===== config.mk =====
export PLATFORM = sky130hd
export DESIGN_NAME = onewire_scratchpad_rx
export DESIGN_NICKNAME = d
export VERILOG_FILES = /design/src/rtl/onewire_scratchpad_rx.sv
export SDC_FILE = /design/constraint.sdc
export NUM_CORES = 1
export LEC_CHECK = 0
export BUFFER_PORTS_ARGS = -buffer_cell sky130_fd_sc_hd__buf_2
export CORE_AREA = 2 2 116 118
export CTS_BUF_LIST = sky130_fd_sc_hd__clkbuf_4
export DETAILED_ROUTE_END_ITERATION = 10
export DIE_AREA = 0 0 118 120
export HOLD_SLACK_MARGIN = 0.06
export RECOVER_POWER = 100
export SYNTH_ARGS = -nofsm -noshare
export SYNTH_HDL_FRONTEND = slang
export SYNTH_SLANG_ARGS = --single-unit
export TNS_END_PERCENT = 10

===== constraint.sdc =====
create_clock -name clk_i -period 3.95 [get_ports clk_i]
set_input_delay 0.79 -clock clk_i [delete_from_list [all_inputs] [get_ports clk_i]]
set_output_delay 0.79 -clock clk_i [all_outputs]
set_load 0.01 [all_outputs]

===== src/rtl/onewire_scratchpad_rx.sv =====
// 1-Wire scratchpad receiver: collects NUM_BYTES bytes LSB-first, runs the Dallas CRC-8 bit-serially
// and publishes the sensor fields with a crc_ok flag. One byte per 9 cycles; byte_ready low while shifting.
module onewire_scratchpad_rx #(
  parameter int NUM_BYTES = 9
) (
  input  logic        clk_i,
  input  logic        rst_ni,
  input  logic        byte_valid_i,
  input  logic [7:0]  byte_data_i,
  output logic        byte_ready_o,
  input  logic        abort_i,
  output logic        frame_valid_o,
  output logic        crc_ok_o,
  output logic [15:0] temp_raw_o,
  output logic [7:0]  alarm_hi_o,
  output logic [7:0]  alarm_lo_o,
  output logic [7:0]  config_o
);

  localparam logic [3:0] LAST = 4'(NUM_BYTES - 1);

  typedef enum logic {COLLECT, SHIFT} state_t;

  state_t          state_q;
  logic [3:0]      byte_cnt_q;
  logic [2:0]      bit_cnt_q;
  logic [7:0]      crc_q;
  logic [7:0]      sr_q;
  logic [4:0][7:0] field_q;
  logic            frame_valid_q;
  logic            crc_ok_q;
  logic [15:0]     temp_q;
  logic [7:0]      alarm_hi_q;
  logic [7:0]      alarm_lo_q;
  logic [7:0]      config_q;

  logic            accept;
  logic            fb;
  logic [7:0]      crc_d;

  assign byte_ready_o = (state_q == COLLECT);
  assign accept       = byte_valid_i && byte_ready_o;

  // Reflected form of x^8+x^5+x^4+1: the bus bit enters at crc[0].
  assign fb    = crc_q[0] ^ sr_q[0];
  assign crc_d = {1'b0, crc_q[7:1]} ^ (fb ? 8'h8C : 8'h00);

  always_ff @(posedge clk_i or negedge rst_ni) begin
    if (!rst_ni) begin
      state_q       <= COLLECT;
      byte_cnt_q    <= '0;
      bit_cnt_q     <= '0;
      crc_q         <= '0;
      sr_q          <= '0;
      field_q       <= '0;
      frame_valid_q <= 1'b0;
      crc_ok_q      <= 1'b0;
      temp_q        <= '0;
      alarm_hi_q    <= '0;
      alarm_lo_q    <= '0;
      config_q      <= '0;
    end else begin
      frame_valid_q <= 1'b0;
      if (abort_i) begin
        state_q    <= COLLECT;
        byte_cnt_q <= '0;
        crc_q      <= '0;
      end else begin
        case (state_q)
          COLLECT: begin
            if (accept) begin
              sr_q      <= byte_data_i;
              bit_cnt_q <= '0;
              state_q   <= SHIFT;
              for (int i = 0; i < 5; i++) begin
                if (byte_cnt_q == 4'(i)) field_q[i] <= byte_data_i;
              end
            end
          end
          SHIFT: begin
            crc_q     <= crc_d;
            sr_q      <= {1'b0, sr_q[7:1]};
            bit_cnt_q <= bit_cnt_q + 3'd1;
            if (bit_cnt_q == 3'd7) begin
              state_q <= COLLECT;
              if (byte_cnt_q == LAST) begin
                // Residue includes the CRC byte itself, so a clean frame ends at zero.
                temp_q        <= {field_q[1], field_q[0]};
                alarm_hi_q    <= field_q[2];
                alarm_lo_q    <= field_q[3];
                config_q      <= field_q[4];
                crc_ok_q      <= (crc_d == 8'h00);
                frame_valid_q <= 1'b1;
                crc_q         <= '0;
                byte_cnt_q    <= '0;
              end else begin
                byte_cnt_q <= byte_cnt_q + 4'd1;
              end
            end
          end
        endcase
      end
    end
  end

  assign frame_valid_o = frame_valid_q;
  assign crc_ok_o      = crc_ok_q;
  assign temp_raw_o    = temp_q;
  assign alarm_hi_o    = alarm_hi_q;
  assign alarm_lo_o    = alarm_lo_q;
  assign config_o      = config_q;

endmodule


# ---- Word level (Yosys, flattened, before mapping)
# Cells that the tools add are included.
dict set report word_totals {
  regBits 106
  latchBits 0
  ramBits 0
  romBits 0
  in_bits 12
  output_inout_bits 43
  mem_count 0
}
dict set report op_classes {
  n_addsub 2
  n_mul 0
  n_div 0
  order_cmp 0
  eq_ne 7
  shift 0
  n_mux 21
  bitwise 4
  reduce_logical 13
}
# op count
set ops {}
lappend ops {{$mux W8} 6}
lappend ops {{$reduce_and A4 Y1} 6}
lappend ops {{$mux W4} 4}
lappend ops {{$pmux W8 S2} 1}
lappend ops {{$eq A4 B2 Y1 const B} 2}
lappend ops {{$logic_not A8 Y1} 1}
lappend ops {{$xor A7 B8 Y8} 1}
lappend ops {{$mux W1} 7}
lappend ops {{$pmux W3 S2} 1}
lappend ops {{$add A4 B1 Y4 const B} 1}
lappend ops {{$eq A4 B1 Y1 const B} 1}
lappend ops {{$eq A4 B3 Y1 const B} 1}
lappend ops {{$eq A4 B4 Y1 const B} 1}
lappend ops {{$logic_not A4 Y1} 1}
lappend ops {{$reduce_and A2 Y1} 2}
lappend ops {{$reduce_bool A2 Y1} 2}
lappend ops {{$add A3 B1 Y3 const B} 1}
lappend ops {{$eq A3 B3 Y1 const B} 1}
lappend ops {{$mux W3} 1}
lappend ops {{$ne A2 B1 Y1 const B} 1}
lappend ops {{$not A1 Y1} 2}
lappend ops {{$pmux W1 S2} 1}
lappend ops {{$logic_and A1 B1 Y1} 1}
lappend ops {{$xor A1 B1 Y1} 1}

# ---- Longest topological paths before layout
dict set report logic_depth {
  depth_word 7
  ltp_mapped 7
  ltp_nobuf 5
}

# ---- Worst setup path before layout
# Ideal clock, no wire load.
dict set report synth_path {
  path_type {in2reg}
  startpoint {input port abort_i}
  endpoint {register alarm_hi_q[0], in the netlist alarm_hi_o[0]}
  setup_ps 125
  t_arrival_ps 2044
  t_required_ps 3825
  slack_ps 1781
  path_stages 5
  path_buffers 3
  cell_sequence {buf_2 or4_4 buf_6 buf_12 mux2_4}
}
dict set report synth_via {
  elab_chain_cells 2
}
# element line_no
set synth_rtl {}
lappend synth_rtl {{start, declared} 11} ;# input logic abort_i,
lappend synth_rtl {{$not A1 Y1 (no source line)} n/a}
lappend synth_rtl {{$reduce_and A4 Y1 (no source line)} n/a}
lappend synth_rtl {{end signal, assigned} 89} ;# alarm_hi_q <= field_q[2];
lappend synth_rtl {{end, declared} 33} ;# logic [7:0] alarm_hi_q;
# No other way between the ends.
# A chain may end at the register's enable or synchronous reset.

==> results.cfg <==
[cts]
ctsRootBufferMaster = clkbuf_4
cts_tree = done
cts_resized = 0
cts_num_sinks = 106
numCtsBuffers = 9
clockBufferDepth = 2
clock_latency_ns = 0.48
hold_buffers = 0
clk_pin_slew_ns = 0.16
post_cts_buffers = 0
cts_max_level = 3

[sta]
worst_slew_pin_slew_ns = 2.19
final_max_slew_viol_count = 44
hold_viol_final = 0
post-route-period-util = 0.685
grt_setup_unrepaired = false
setup_ws_ns = 1.25
fmax_mhz = 370
skew_ns = 0.0120
fin_tns_setup_ns = 0
finalCriticalPeriod_ns = 2.70
slew_headroom = -0.461
setup_viol = 0

[finish]
area_delta_synth_final_pct = 6.92
num_antenna_cells = 0
fill_cells = 1321
fin_cells = 530
layout.nets = 369
drive_above_1_share = 0.203
multi_input_area_um2 = 1510
ff_latch_area_um2 = 2650
final_util = 0.368

[routing]
ant_nets = 0
dr.first_iter.drc_count = 152
drc = 0
wl_um = 8630
post_drt_wl_per_cell_um = 16.3
firstDrtPassIters = 4
viasPerCell = 4.68
num_vias = 2482

[global_routing]
grt_pass1_wl_um = 14000
grt-ovfl-total = 0
grt_pass1_vias = 2540
antenna_found_initial = 0
grt_max_degree = 44
grt.total_usage = 0.130

[pwr]
leakage_nw = 2.37
p_int_mw = 1.38
pwr-share-seq = 0.627
switching_power_uw = 467
clock_power_share = 0.307
pwr-share-comb = 0.066
p_sw_frac = 0.253
power-per-cell-area_nw_per_um2 = 387
vdd_drop_max_mv = 0.124
p_total_mw = 1.85

[logic_synthesis]
netlist_top_cells_count = dfrtp_1 (106), mux2_2 (43), mux2_4 (39)
syn-num-nets = 313
syn_area_per_cell_um2 = 15.2
ys.flop_type = dfrtp_1
async_reset_ff_frac = 1.00
yosys.area.top_type = dfrtp_1
synth.distinct_cells = 39
synth-seq-cells = 106
yosys-top-cells-area = dfrtp_1 (59%), mux2_4 (13%), mux2_2 (11%)
synth-seq-area-share = 0.594
yosys.area.top_type_share = 0.594
yosysWarnings = 0
synth-edff-count = 0
netlist_area_um2 = 4470
synth_cells = 294
yosysMostFrequentCell = dfrtp_1

[critical_path]
cp-end-kind = asynchronous set/reset pin
cp-start-kind = input port
path_cells = clkbuf_1 > clkbuf_2
crit_family = buffers and inverters
criticalPathCategory = in -> async
required_ns = 4.47
critical-path-max-stage-delay_ns = 1.54
crit_slowest_cell = clkbuf_1
crit_arrival_ns = 3.22
r2r_slack_ns = 1.69
crit_path_max_fanout = 43
cp_num_buf_inv = 2

[floorplanning]
std_cell_rows = 42
num_io_pins = 55
die-height_um = 120
die-area_um2 = 14200
initial_core_util = 0.344
die_w_um = 118
core_um2 = 13000

[run_status]
violations = max-capacitance violations, max-slew violations
outcome = finished, violations left

[placement]
hpwl_um = 5790
dp.cells = 515
pre_cts_slack_ns = 1.47
gp_congestion = 0.793
io_buffers = 54

[job]
drv_cap = 1

[hold_path]
hold_path_class = reg -> reg
routing by layer:
metal  part of all wire  vias up  routed length (µm)  global-route usage
li1                   -     1163                   -                   -
met2               0.47       45                4050               0.203
met5                  0        -                   0                   0
met3              0.039       11                 338              0.0323
met4              0.019        0                 160              0.0565
met1               0.47     1263                4080               0.172
sequential cells by signal, summed over array words and instances, names as in the netlist, 3 cells and up:
signal	count
config_o	8
field_q	40
temp_raw_o	16
sr_q	8
byte_cnt_q	4
alarm_hi_o	8
crc_q	8
alarm_lo_o	8
bit_cnt_q	3
cells by family (layout without fill, tap and decap cells):
logic type / after synthesis / after routing / share of synthesized area
AO/OA/AOI/OAI: 35 / 35 / 0.0535
XOR/XNOR: 3 / 3 / 0.00588
adder cells (fa/ha/maj): 7 / 7 / 0.0196
buffers and inverters: 18 / 78 / 0.0342
flip-flops: 106 / 106 / 0.594
multiplexers: 83 / 83 / 0.242
AND/OR/NAND/NOR: 42 / 42 / 0.0513
stage by stage:
step	hold WS (ns)	instance area, µm²
finish	0.502	4780
global placement	0.460	4850
global route	0.518	4780
CTS	0.252	4990
floorplan	0.442	4470
detailed placement	0.472	4850
worst paths after layout:
kind                                          startpoint                   endpoint  depth (start not counted)
worst min-delay path              field_q[2]$_DFFE_PN0P_  temp_raw_o[2]$_DFFE_PN0P_                          1
worst max-delay path                              rst_ni       crc_q[7]$_DFFE_PN0N_                          2
worst min register to register    field_q[2]$_DFFE_PN0P_  temp_raw_o[2]$_DFFE_PN0P_                          1
worst max register to register  bit_cnt_q[0]$_DFFE_PN0P_  alarm_lo_o[0]$_DFFE_PN0P_                          5
min in group asynchronous                         rst_ni    config_o[3]$_DFFE_PN0P_                          1
max in group clk_i                     state_q$_DFF_PN0_               byte_ready_o                          2
final cells by class:
cell class	count	share of cell area
well taps	176	0.0461
clock inverters	6	0.0149
inverters	7	0.00550
repair buffers	56	0.0472
multi-input cells	170	0.317
clock buffers	9	0.0141
flip-flops and latches	106	0.555
placed cells by master (no fill, tap or decap), drive strengths merged, types with 2 or more instances in the layout:
cell type  instances
a21oi              3
a22o              10
a31oi              7
and2               7
and3               2
buf               10
clkbuf            55
clkinvlp           2
dfrtp            106
ha                 7
inv                9
mux2              82
nand2             15
nand3              4
nor2               4
o211ai             2
o21ai              9
xnor2              3
power groups by stage:
stage	combinational [mW]	clock (mW)	sequential, mW
after detailed placement	0.128	0	1.18
final	0.123	0.566	1.16
after global placement	0.124	0	1.18
after global routing	0.141	0.625	1.16
after CTS	0.129	0.585	1.16
after floorplan	0.0793	0	1.17
No activity file was read; power rests on OpenSTA's default activity.
